==> config.mk <==
export PLATFORM = sky130hd
export DESIGN_NAME = match_select_decoder_flat
export DESIGN_NICKNAME = d
export VERILOG_FILES = /design/src/rtl/match_select_decoder_pkg.sv /design/src/rtl/match_select_decoder_if.sv /design/src/rtl/match_select_decoder_word_len_decoder.sv /design/src/rtl/match_select_decoder.sv /design/src/flat_wrapper.sv
export SDC_FILE = /design/constraint.sdc
export NUM_CORES = 1
export LEC_CHECK = 0
export ABC_AREA = 0
export BUFFER_PORTS_ARGS = -buffer_cell sky130_fd_sc_hd__buf_4
export CAP_MARGIN = 20
export CORE_UTILIZATION = 55
export DETAILED_ROUTE_END_ITERATION = 10
export PLACE_DENSITY = 0.8
export SETUP_SLACK_MARGIN = 0.4
export SLEW_MARGIN = 10
export SYNTH_ARGS = -nofsm -noshare
export SYNTH_HDL_FRONTEND = slang
export SYNTH_SLANG_ARGS = --single-unit
==> constraint.sdc <==
create_clock -name i_clk -period 50.3 [get_ports i_clk]
set_input_delay 10.06 -clock i_clk [delete_from_list [all_inputs] [get_ports i_clk]]
set_output_delay 10.06 -clock i_clk [all_outputs]
set_load 0.01 [all_outputs]
==> src/rtl/match_select_decoder_pkg.sv <==
// compress_pkg: shared width helpers and result type for the match-select datapath
package compress_pkg;
  function automatic int lw_f(input int bytes);
    return $clog2(bytes + 1);
  endfunction
  function automatic int iw_f(input int depth);
    return $clog2(depth);
  endfunction
  localparam int BYTES_DEF = 4;
  localparam int DEPTH_DEF = 16;
  localparam int LW_DEF = lw_f(BYTES_DEF);
  localparam int IW_DEF = iw_f(DEPTH_DEF);
  typedef struct packed {
    logic              hit;
    logic [LW_DEF-1:0] match_type;
    logic [LW_DEF-1:0] match_len;
    logic [IW_DEF-1:0] index;
  } match_result_t;
endpackage

==> src/rtl/match_select_decoder_if.sv <==
// match_select_decoder_if: upstream compare-vector and downstream result handshakes
interface match_select_decoder_if
  import compress_pkg::*;
#(
  parameter int BYTES = 4,
  parameter int DEPTH = 16
);
  localparam int LW = lw_f(BYTES);
  localparam int IW = iw_f(DEPTH);
  logic                   i_valid;
  logic                   o_ready;
  logic [DEPTH*BYTES-1:0] i_compare_vec;
  logic [DEPTH-1:0]       i_entry_valid;
  logic                   i_partial_en;
  logic                   o_valid;
  logic                   i_ready;
  logic                   o_hit;
  logic [LW-1:0]          o_match_type;
  logic [LW-1:0]          o_match_len;
  logic [IW-1:0]          o_index;
  modport slave (
    input  i_valid, i_compare_vec, i_entry_valid, i_partial_en, i_ready,
    output o_ready, o_valid, o_hit, o_match_type, o_match_len, o_index
  );
  modport master (
    output i_valid, i_compare_vec, i_entry_valid, i_partial_en, i_ready,
    input  o_ready, o_valid, o_hit, o_match_type, o_match_len, o_index
  );
endinterface

==> src/rtl/match_select_decoder_word_len_decoder.sv <==
// word_len_decoder: qualified contiguous-prefix match length of one compare vector
module word_len_decoder
  import compress_pkg::*;
#(
  parameter int BYTES = 4,
  parameter int MIN_MATCH = 2,
  localparam int LW = lw_f(BYTES)
) (
  input  logic [BYTES-1:0] compare_vec_i,
  input  logic             entry_valid_i,
  input  logic             partial_en_i,
  output logic [LW-1:0]    len_o
);
  localparam logic [BYTES-1:0] all_ones = '1;
  logic [LW-1:0] run_len;
  // length k when the vector is exactly k ones starting at byte 0 followed by zeros
  always_comb begin
    run_len = '0;
    for (int k = 1; k <= BYTES; k++) run_len = (compare_vec_i == ~(all_ones >> k)) ? LW'(k) : run_len;
  end
  assign len_o = (entry_valid_i && run_len >= LW'(MIN_MATCH) && (partial_en_i || run_len == LW'(BYTES))) ? run_len : '0;
endmodule

==> src/rtl/match_select_decoder.sv <==
// match_select_decoder: two-stage elastic pipeline picking the longest dictionary match
module match_select_decoder
  import compress_pkg::*;
#(
  parameter int BYTES = 4,
  parameter int DEPTH = 16,
  parameter int MIN_MATCH = 2
) (
  input logic                   i_clk,
  input logic                   i_rst_n,
  match_select_decoder_if.slave bus
);
  localparam int LW = lw_f(BYTES);
  localparam int IW = iw_f(DEPTH);
  logic [DEPTH-1:0][LW-1:0] len_d, len_q;
  logic                     s1_valid_q, s2_valid_q, s1_ready, s2_ready, accept;
  logic [LW-1:0]            best_len, type_d, type_q, match_len_q;
  logic [IW-1:0]            best_idx, index_q;
  logic                     hit_q;
  genvar e;
  for (e = 0; e < DEPTH; e++) begin : g_dec
    word_len_decoder #(.BYTES(BYTES), .MIN_MATCH(MIN_MATCH)) u_dec (
      .compare_vec_i (bus.i_compare_vec[e*BYTES +: BYTES]),
      .entry_valid_i (bus.i_entry_valid[e]),
      .partial_en_i  (bus.i_partial_en),
      .len_o         (len_d[e])
    );
  end
  assign s2_ready = !s2_valid_q || bus.i_ready;
  assign s1_ready = !s1_valid_q || s2_ready;
  assign accept   = bus.i_valid && s1_ready;
  // argmax with strict greater-than so the lowest index keeps ties
  always_comb begin
    best_len = '0;
    best_idx = '0;
    for (int i = 0; i < DEPTH; i++) begin
      if (len_q[i] > best_len) begin
        best_len = len_q[i];
        best_idx = IW'(i);
      end
    end
  end
  assign type_d = (best_len == '0) ? '0 : best_len - LW'(MIN_MATCH - 1);
  // stage 1: capture decoded lengths on accepted transfers
  always_ff @(posedge i_clk or negedge i_rst_n) begin
    if (!i_rst_n) begin
      s1_valid_q <= 1'b0;
      len_q      <= '0;
    end else begin
      if (s1_ready) s1_valid_q <= bus.i_valid;
      if (accept) len_q <= len_d;
    end
  end
  // stage 2: register the selected result, holding while downstream stalls
  always_ff @(posedge i_clk or negedge i_rst_n) begin
    if (!i_rst_n) begin
      s2_valid_q  <= 1'b0;
      hit_q       <= 1'b0;
      type_q      <= '0;
      match_len_q <= '0;
      index_q     <= '0;
    end else if (s2_ready) begin
      s2_valid_q <= s1_valid_q;
      if (s1_valid_q) begin
        hit_q       <= best_len != '0;
        type_q      <= type_d;
        match_len_q <= best_len;
        index_q     <= best_idx;
      end
    end
  end
  assign bus.o_ready      = s1_ready;
  assign bus.o_valid      = s2_valid_q;
  assign bus.o_hit        = hit_q;
  assign bus.o_match_type = type_q;
  assign bus.o_match_len  = match_len_q;
  assign bus.o_index      = index_q;
endmodule

==> src/flat_wrapper.sv <==
// flat-port wrapper written by rule: the top's interface ports become plain ports
module match_select_decoder_flat import compress_pkg::*;
#(
  parameter int BYTES = 4,
  parameter int DEPTH = 16,
  parameter int MIN_MATCH = 2
)
  (i_clk, i_rst_n, bus_i_valid, bus_i_compare_vec, bus_i_entry_valid, bus_i_partial_en, bus_i_ready, bus_o_ready, bus_o_valid, bus_o_hit, bus_o_match_type, bus_o_match_len, bus_o_index);
  match_select_decoder_if #(.BYTES(BYTES), .DEPTH(DEPTH)) bus_i ();
  input logic i_clk;
  input logic i_rst_n;
  input wire logic [$bits(bus_i.i_valid)-1:0] bus_i_valid;
  input wire logic [$bits(bus_i.i_compare_vec)-1:0] bus_i_compare_vec;
  input wire logic [$bits(bus_i.i_entry_valid)-1:0] bus_i_entry_valid;
  input wire logic [$bits(bus_i.i_partial_en)-1:0] bus_i_partial_en;
  input wire logic [$bits(bus_i.i_ready)-1:0] bus_i_ready;
  output wire logic [$bits(bus_i.o_ready)-1:0] bus_o_ready;
  output wire logic [$bits(bus_i.o_valid)-1:0] bus_o_valid;
  output wire logic [$bits(bus_i.o_hit)-1:0] bus_o_hit;
  output wire logic [$bits(bus_i.o_match_type)-1:0] bus_o_match_type;
  output wire logic [$bits(bus_i.o_match_len)-1:0] bus_o_match_len;
  output wire logic [$bits(bus_i.o_index)-1:0] bus_o_index;
  assign bus_i.i_valid = bus_i_valid;
  assign bus_i.i_compare_vec = bus_i_compare_vec;
  assign bus_i.i_entry_valid = bus_i_entry_valid;
  assign bus_i.i_partial_en = bus_i_partial_en;
  assign bus_i.i_ready = bus_i_ready;
  assign bus_o_ready = bus_i.o_ready;
  assign bus_o_valid = bus_i.o_valid;
  assign bus_o_hit = bus_i.o_hit;
  assign bus_o_match_type = bus_i.o_match_type;
  assign bus_o_match_len = bus_i.o_match_len;
  assign bus_o_index = bus_i.o_index;
  match_select_decoder #(.BYTES(BYTES), .DEPTH(DEPTH), .MIN_MATCH(MIN_MATCH)) u_core (.i_clk(i_clk), .i_rst_n(i_rst_n), .bus(bus_i));
endmodule
==> results.py, run 1 <==
metrics = {
    "setup_path": {
        "worstSetupPathType": "in -> out",
        "critical_path_required_ns": 40.24,
        "worstReg2RegStart": "u_core.len_q[1]",
        "timing.critical_path.depth": 3,
        "list_of_cells_traversed_by_the_critical_path": "buf_4 > nand3b_1 > buf_4",
        "critical_path_buf_inv_count": 2,
        "crit_fanout": 3,
        "crit_family": "buffers and inverters",
        "timing.critical_path.to_type": "output port",
        "arrival_ns": 10.55,
        "timing.critical_path.from": "bus_i_ready",
        "worst-r2r-cell-count": 89,
        "cpMaxStageDelayCell": "nand3b_1",
        "worst_path_largest_cell_delay_ns": 0.20,
        "kind_of_start_point_of_the_critical_path": "input port",
        "cell_mode_on_critical_path": "buf_4",
    },
    "timing": {
        "period_minus_slack_ns": 20.61,
        "rsz_0062_raised_after_global_routing": "false",
        "finalWorstSetupSlack_ns": 29.69,
        "clock_skew_ns": 0.01183,
        "timing_max_transition_violations_final": 0,
        "timing.max_slew.rel_slack_pct": 48.81,
        "worst_slew_pin_slew_ns": 0.7678,
        "report.final.setup_viol": 0,
        "max_freq_mhz": 48.52,
        "setup_tns_ns": 0,
        "report.final.hold_viol_count": 0,
        "final.period_utilization_pct": 40.97,
    },
    "die": {
        "floorplan.die_area_um2": 8853,
        "coreArea_um2": 8217,
        "ioPinCount": 98,
        "core.rowCount": 33,
        "start_util_pct": 56.77,
        "die_width_um": 94.09,
        "floorplan.die.height_um": 94.09,
    },
    "min_path": {
        "hold_path_startpoint": "u_core.bus.o_match_type[0]",
        "worst_hold_path.num_cells": 2,
        "hold_path.class": "reg -> reg",
    },
    "cells_and_area": {
        "drive_above_1_share_pct": 22.08,
        "seq_area_um2": 1526,
        "area_grow_syn2layout_pct": 21.70,
        "multi_input_comb_area_um2": 2968,
        "n_antenna_cell": 0,
        "design.final.nets": 769,
        "finish.utilization_pct": 69.09,
        "non_filler_instance_count_after_layout": 748,
        "layout.filler_cells": 682,
    },
    "cts": {
        "post-cts-setup-buffers": 0,
        "clock_sinks": 61,
        "cts_max_path_buffers": 2,
        "postCtsHoldBufs": 0,
        "clk-insertion-delay-late_ns": 0.35,
        "cts_tree": "built",
        "ctsResizeCount": 0,
        "cts-root-buf": "clkbuf_8",
        "ctsHtreeMaxLevel": 3,
        "clk_pin_slew_ns": 0.07,
        "tritoncts.num_buffers": 9,
    },
    "detailed_routing": {
        "via_per_inst": 5.924,
        "detail-route-antenna-nets": 0,
        "detail_route.first_pass.iterations": 4,
        "avgRoutedWirePerCell_um": 15.13,
        "drcViolationCount": 0,
        "dr.first_iter.drc_count": 204,
        "wirelength_um": 11320,
        "dr_total_vias": 4431,
    },
    "place": {
        "gp_routability_congestion": 0.8741,
        "dp.cells": 733,
        "input_output_buffers": 97,
        "place_ws_ns": 29.70,
        "dp.final_hpwl_um": 8761,
    },
    "synthesis": {
        "synth_top_cell_by_area": "dfrtp_1",
        "synthesis.instances": 543,
        "synthesis.nets": 673,
        "post_synth_num_cell_types": 65,
        "synth.cell_area_um2": 4664,
        "synth_commonest_cells": "nand2_1 (62), dfrtp_1 (61), nor2_1 (60)",
        "synth-seq-cells": 61,
        "synth.top_cell.area_share_pct": 32.73,
        "ys_seq_area_share_pct": 32.73,
        "synth_edf_count": 0,
        "syn-mean-instance-area_um2": 8.590,
        "ys.flop_type": "dfrtp_1",
        "yosys.cell_count.top_type": "nand2_1",
        "synth-async-reset-ratio_pct": 100.0,
        "yosys_warnings": 0,
        "synth_top_cells_by_area": "dfrtp_1 (33%), ha_1 (12%), a22o_1 (5.3%)",
    },
    "global_route": {
        "grt_first_pass_wirelength_um": 19080,
        "number_of_global_route_vias_before_repair": 4296,
        "grt-ovfl-total": 0,
        "grt_usage_pct": 27.19,
        "number_of_antenna_violations_at_the_first_check_in_global_routing": 0,
        "grt_max_degree": 83,
    },
    "outcome": {
        "status": "complete, no violations",
    },
    "run": {
        "max_cap_viol_count": 0,
    },
}
-- worst register-to-register path: cells and delay by family (launching register included) --
| family | cells | cell delay, ns |
|---|---|---|
| adders and majority gates | 15 | 4.63 |
| and+or+nand+nor | 27 | 5.52 |
| muxes | 2 | 0.37 |
| AOI/OAI and AO/OA | 40 | 9.14 |
| DFF | 1 | 0.38 |
| buffers and inverters | 5 | 0.48 |
-- cell type report --
class                      count  area share (%)
sequential                    61           26.89
tap                          105           2.314
clock inverter                 4          0.8376
multi-input combinational    438           52.28
timing repair buffer          98           12.96
clock buffer                  11           2.667
inverter                      31           2.050
-- final timing paths --
kind | endpoint | slack, ns
worst max-delay path | bus_o_ready | 29.69
worst min-delay path | u_core.bus.o_match_type[0] | 0.48
worst max register to register | u_core.bus.o_match_type[2] | 29.70
worst min register to register | u_core.bus.o_match_type[0] | 0.48
max in group asynchronous | u_core.len_q[9] | 39.99
min in group asynchronous | u_core.len_q[16] | 9.77
-- routing by layer --
| layer | vias to the layer above | track usage (%) | wire length [µm] |
|---|---|---|---|
| met3 | 14 | 5.178 | 521 |
| met2 | 114 | 46.65 | 5503 |
| li1 | 2213 | - | - |
| met4 | 0 | 7.949 | 155 |
| met5 | - | 0 | 0 |
| met1 | 2090 | 34.54 | 5136 |
-- state kept, by name, indices dropped and copies added, names as in the netlist --
signal	flops
u_core.bus.o_index	4
u_core.s1_valid_q	1
u_core.len_q	48
u_core.bus.o_hit	1
u_core.bus.o_match_len	3
u_core.bus.o_match_type	3
u_core.bus.o_valid	1
-- metrics by stage --
stage | hold WS (ns) | cell area, µm²
2_1_floorplan | 0.4485 | 4664
3_3_place_gp | 0.4627 | 5478
3_5_place_dp | 0.4671 | 5478
4_1_cts | 0.4831 | 5677
5_1_grt | 0.5135 | 5677
6_report | 0.4800 | 5677
-- cell families (layout without fill, tap and decap cells) --
group,count (synthesis),count (layout),share of synthesized area [%]
DFF,61,61,32.73
buffers and inverters,44,144,3.702
AOI/OAI and AO/OA,162,162,25.75
adders and majority gates,45,45,12.07
xor gates and xnor gates,1,1,0.1878
muxes,9,9,2.092
and+or+nand+nor,221,221,23.47
-- placed cells by master, fill, tap and decap left out, types with 4 or more instances in the layout --
cell type and instances:
inv_1 31, a21o_1 9, nor2b_1 11, ha_1 45
a21boi_0 5, or2_2 4, dfrtp_1 61, nand2_1 61
nor2_1 60, nor3_1 4, a22o_1 28, a22oi_1 4
a21oi_2 4, and2_1 6, o21a_1 5, nand4_1 29
clkbuf_8 11, nand3b_1 4, o21ai_0 37, a31oi_1 7
mux2i_1 6, o31ai_1 9, a21oi_1 23, nand2b_1 7
buf_4 98, nand3_1 17
Power of run 1 is not shown: default switching activity piles up to over one toggle a cycle in this logic, so the estimate is an artifact.
==> run 2: changes to the inputs <==
Settings changed: CORE_UTILIZATION 55 to 50, PLACE_DENSITY 0.8 to 0.77.
Clock period 50.3 ns to 17.38 ns, I/O delays scaled along.
==> run 2 against run 1 <==
Net effect:
- the flow now finishes with violations (setup timing)
- global-route usage decreased by 0.39 points
- non-clock buffer count is 91 higher
- clock-buffer cell count down 1
- critical path depth grew 92
- final cell count grew 13%
==> results.py, run 2 (synthesized netlist as in run 1, its figures left out) <==
metrics = {
    "outcome": {
        "status": "complete, but fails checks",
        "violations_in_the_final_reports": "setup timing",
    },
    "cells_and_area": {
        "regMostFlops": "u_core.len_q",
        "largest_reg_flops": 48,
        "mostFrequentLayoutCells": "buf_4 (180), dfrtp_1 (60), nand2_1 (53)",
        "area_grow_syn2layout_pct": 54.18,
        "drive_above_1_share_pct": 47.48,
        "layout.cells.most_common": "buf_4",
        "n_antenna_cell": 0,
        "design.final.nets": 860,
        "finish.utilization_pct": 80.89,
        "layout.filler_cells": 479,
        "final_area_um2": 7192,
    },
    "timing": {
        "final.period_utilization_pct": 100.2,
        "report.final.hold_viol_count": 0,
        "worst_slew_pin_slew_ns": 0.7963,
        "period_minus_slack_ns": 17.41,
        "rsz_0062_raised_after_global_routing": "true",
        "report.final.setup_viol": 4,
        "timing.max_slew.rel_slack_pct": 46.92,
        "timing_max_transition_violations_final": 0,
        "finalWorstSetupSlack_ns": -0.02931,
        "max_freq_mhz": 57.44,
        "clock_skew_ns": 0.01087,
    },
    "detailed_routing": {
        "dr.first_iter.drc_count": 254,
        "drcViolationCount": 0,
        "via_per_inst": 6.267,
        "detail_route.first_pass.iterations": 5,
        "detail-route-antenna-nets": 0,
        "avgRoutedWirePerCell_um": 19.49,
        "wirelength_um": 16430,
        "dr_total_vias": 5283,
    },
    "place": {
        "gp_routability_congestion": 0.8668,
        "placement_cell_area_um2": 5924,
        "dp.final_hpwl_um": 9159,
        "input_output_buffers": 97,
    },
    "setup_path": {
        "cpMaxStageDelayCell": "dfrtp_2",
        "cell_mode_on_critical_path": "ha_4",
        "worst_path_largest_cell_delay_ns": 0.44,
        "timing.critical_path.from": "u_core.len_q[5]",
        "worstSetupEndpoint": "u_core.bus.o_match_type[0]",
        "worstReg2RegStart": "u_core.len_q[5]",
        "kind_of_start_point_of_the_critical_path": "register",
        "r2r_slack_ns": -0.03,
        "timing.critical_path.to_type": "register",
        "worstSetupPathType": "reg -> reg",
        "reg2reg_to": "u_core.bus.o_match_type[0]",
        "critical_path_required_ns": 17.65,
        "arrival_ns": 17.68,
        "worst-r2r-cell-count": 95,
        "crit_fanout": 6,
    },
    "global_route": {
        "grt_max_degree": 83,
        "number_of_antenna_violations_at_the_first_check_in_global_routing": 0,
        "grt_usage_pct": 26.80,
        "grt-ovfl-total": 0,
        "number_of_global_route_vias_before_repair": 4756,
        "grt_first_pass_wirelength_um": 21050,
    },
    "die": {
        "core.rowCount": 34,
        "start_util_pct": 52.46,
        "die_width_um": 98.59,
        "floorplan.die.height_um": 98.59,
        "coreArea_um2": 8891,
        "floorplan.die_area_um2": 9719,
        "ioPinCount": 98,
    },
    "cts": {
        "cts_max_path_buffers": 2,
        "cts_tree": "built",
        "tritoncts.num_buffers": 9,
        "clk_pin_slew_ns": 0.08,
        "clk-insertion-delay-late_ns": 0.37,
        "clock_sinks": 61,
        "cts-root-buf": "clkbuf_8",
        "postCtsHoldBufs": 0,
        "ctsHtreeMaxLevel": 3,
    },
    "min_path": {
        "hold_path.class": "reg -> reg",
    },
    "run": {
        "max_cap_viol_count": 0,
    },
}
[run 2: area by class of cell]
| class | instances | area (µm²) | share of cell area [%] |
|---|---|---|---|
| repair buffers | 189 | 1453 | 20.20 |
| clock buffers | 10 | 137.6 | 1.914 |
| clock inverters | 6 | 70.07 | 0.9743 |
| inverters | 31 | 116.4 | 1.618 |
| multi-input cells | 438 | 3752 | 52.17 |
| well taps | 108 | 135.1 | 1.879 |
| flip-flops and latches | 61 | 1528 | 21.24 |
[run 2: routing by layer]
| layer | track usage, % | routed length (µm) |
|---|---|---|
| met5 | 0 | 0 |
| met2 | 47.18 | 8163 |
| met1 | 33.11 | 6555 |
| met3 | 5.106 | 872 |
| met4 | 8.726 | 840 |
[run 2: worst min-delay path by stage]
stage / start / to / slack (ns) / cells past startpoint
detailed placement: u_core.bus.o_match_len[0] / u_core.bus.o_match_len[0] / 0.47 / 2
CTS: u_core.bus.o_match_len[0] / u_core.bus.o_match_len[0] / 0.49 / 2
global route: u_core.bus.o_match_type[0] / u_core.bus.o_match_type[0] / 0.52 / 2
floorplan: u_core.len_q[2] / u_core.len_q[2] / 0.45 / 2
finish: u_core.bus.o_match_type[2] / u_core.bus.o_match_type[2] / 0.50 / 2
global placement: u_core.len_q[2] / u_core.len_q[2] / 0.46 / 2
[run 2: worst max-delay path: cells and delay by family, from the launching register on]
kind	cells	cell delay (ns)
buffers and inverters	9	1.20
muxes	1	0.22
and+or+nand+nor	32	4.74
DFF	1	0.44
adders and majority gates	15	3.99
AOI/OAI and AO/OA	38	6.65
[run 2: timing repair]
action                                  CTS  global route
buffers inserted                         13            39
resized for setup                        35           119
endpoints found under the setup margin   11            11
endpoints found under the hold margin     0             0
pin swaps                                17            82
[run 2: stage by stage]
step	TNS [ns]	hold slack [ns]	setup WS [ns]	cells
detailed placement	-3.616	0.4716	-0.4669	775
CTS	0	0.4896	0.4031	804
floorplan	0	0.4485	0.4032	543
global route	-5.877	0.5235	-0.6531	843
global placement	0	0.4647	0.2906	775
finish	-0.05486	0.5031	-0.02931	843
Power of run 2 is left out for the same reason.
==> run 3: changes to the inputs <==
Settings changed: TNS_END_PERCENT set to 20.
==> run 3 against run 2 <==
Net effect:
- the flow now finishes without violations
- cell area down 0.47%
- critical path depth down 3
- register-to-register slack better by 0.11 ns
- clock-buffer cell count unchanged
- non-clock buffer count down 2
- final cell count down 0.24%
- die area unchanged
- clock skew up 0.00084 ns
- core utilization down 0.38 points
==> results.py, run 3 (synthesized netlist as in run 1, its figures left out) <==
metrics = {
    "outcome": {
        "status": "complete, no violations",
    },
    "global_route": {
        "grt_usage_pct": 26.80,
        "grt_max_degree": 83,
        "number_of_antenna_violations_at_the_first_check_in_global_routing": 0,
        "grt_first_pass_wirelength_um": 21050,
        "number_of_global_route_vias_before_repair": 4756,
        "grt-ovfl-total": 0,
    },
    "timing": {
        "worst_slew_pin_slew_ns": 0.7815,
        "clock_skew_ns": 0.01171,
        "report.final.setup_viol": 0,
        "final.period_utilization_pct": 99.55,
        "max_freq_mhz": 57.80,
        "rsz_0062_raised_after_global_routing": "true",
        "report.final.hold_viol_count": 0,
        "timing.max_slew.rel_slack_pct": 47.90,
        "timing_max_transition_violations_final": 0,
        "period_minus_slack_ns": 17.30,
    },
    "cts": {
        "cts-root-buf": "clkbuf_8",
        "clk_pin_slew_ns": 0.08,
        "clock_sinks": 61,
        "clk-insertion-delay-late_ns": 0.37,
        "tritoncts.num_buffers": 9,
        "cts_max_path_buffers": 2,
        "postCtsHoldBufs": 0,
        "cts_tree": "built",
        "ctsHtreeMaxLevel": 3,
    },
    "setup_path": {
        "cpMaxStageDelayCell": "dfrtp_2",
        "kind_of_start_point_of_the_critical_path": "register",
        "arrival_ns": 17.57,
        "timing.critical_path.to_type": "register",
        "worstReg2RegStart": "u_core.len_q[5]",
        "worstSetupPathType": "reg -> reg",
        "crit_fanout": 6,
        "worst_path_largest_cell_delay_ns": 0.44,
        "timing.critical_path.from": "u_core.len_q[5]",
        "cell_mode_on_critical_path": "ha_4",
        "critical_path_required_ns": 17.65,
    },
    "cells_and_area": {
        "regMostFlops": "u_core.len_q",
        "finish.utilization_pct": 80.51,
        "layout.cells.most_common": "buf_4",
        "mostFrequentLayoutCells": "buf_4 (179), dfrtp_1 (60), nand2_1 (53)",
        "largest_reg_flops": 48,
        "area_grow_syn2layout_pct": 53.46,
        "n_antenna_cell": 0,
        "design.final.nets": 858,
        "drive_above_1_share_pct": 47.07,
    },
    "detailed_routing": {
        "drcViolationCount": 0,
        "met2RoutedLength_um": 8180,
        "wl_met1_um": 6473,
        "dr.first_iter.drc_count": 349,
        "detail_route.first_pass.iterations": 5,
        "avgRoutedWirePerCell_um": 19.43,
        "detail-route-antenna-nets": 0,
        "wirelength_um": 16340,
        "via_per_inst": 6.320,
        "dr_total_vias": 5315,
        "routed-wl-met3_um": 1023,
        "highest_signal_layer": "met4",
    },
    "min_path": {
        "hold_path.class": "reg -> reg",
        "hold_path_startpoint": "u_core.bus.o_match_len[2]",
    },
    "die": {
        "floorplan.die_area_um2": 9719,
        "die_width_um": 98.59,
        "core.rowCount": 34,
        "start_util_pct": 52.46,
        "floorplan.die.height_um": 98.59,
        "ioPinCount": 98,
        "coreArea_um2": 8891,
    },
    "place": {
        "gp_routability_congestion": 0.8668,
        "input_output_buffers": 97,
        "dp.final_hpwl_um": 9159,
    },
    "run": {
        "max_cap_viol_count": 0,
    },
}
==> run 3: changes by cell type in the layout (fill, tap and decap cells not counted) <==
| cell | delta |
|---|---|
| nor3_1 | +1 |
| o21ai_0 | +1 |
| nor3_4 | -1 |
| buf_4 | -1 |
| o21ai_2 | -1 |
| buf_6 | -1 |
==> run 3: per-layer routing <==
layer / vias up / track usage [%]
li1: 2390 / -
met1: 2562 / 33.11
met2: 290 / 47.18
met3: 73 / 5.106
met4: 0 / 8.726
met5: - / 0
==> run 3: layout make-up <==
class,instances,area (µm²)
clock inverters,6,70.07
clock buffers,10,137.6
repair buffers,187,1434
inverters,31,116.4
well taps,108,135.1
flip-flops and latches,61,1528
multi-input cells,438,3737
fillers,498,1733
==> run 3: through the flow <==
stage / hold WS, ns / TNS [ns] / std cells / instance area (µm²) / setup slack (ns)
detailed placement: 0.4716 / -3.616 / 775 / 5924 / -0.4669
global placement: 0.4647 / 0 / 775 / 5924 / 0.2906
finish: 0.4992 / 0 / 841 / 7158 / 0.07804
floorplan: 0.4485 / 0 / 543 / 4815 / 0.4032
global route: 0.5284 / -4.731 / 841 / 7158 / -0.5197
CTS: 0.4896 / 0 / 804 / 6401 / 0.4031
==> run 3: path summary, 6_finish.rpt <==
kind / end / slack, ns / cells past startpoint
setup / recovery: u_core.bus.o_match_type[0] / 0.08 / 92
hold / removal: u_core.bus.o_match_len[2] / 0.50 / 2
setup reg to reg: u_core.bus.o_match_type[0] / 0.08 / 92
hold reg to reg: u_core.bus.o_match_len[2] / 0.50 / 2
max in group asynchronous: u_core.len_q[5] / 13.62 / 1
min in group asynchronous: u_core.len_q[15] / 3.16 / 1
==> run 3: worst max-delay path, delay by kind of cell, from the launching register on <==
| family | cells | cell delay [ns] |
|---|---|---|
| simple gates | 25 | 4.06 |
| buf+inv | 8 | 1.02 |
| flops | 1 | 0.44 |
| compound gates | 41 | 7.02 |
| fa+ha+maj | 15 | 3.75 |
| mux | 3 | 0.88 |
==> run 3: what timing repair did <==
| item | in CTS | in global routing |
|---|---|---|
| hold endpoints to repair | 0 | 0 |
| setup endpoints to repair | 11 | 11 |
| gates resized for setup | 35 | 114 |
| setup buffers | 13 | 37 |
| pin swaps | 17 | 77 |
Power of run 3 is left out for the same reason.
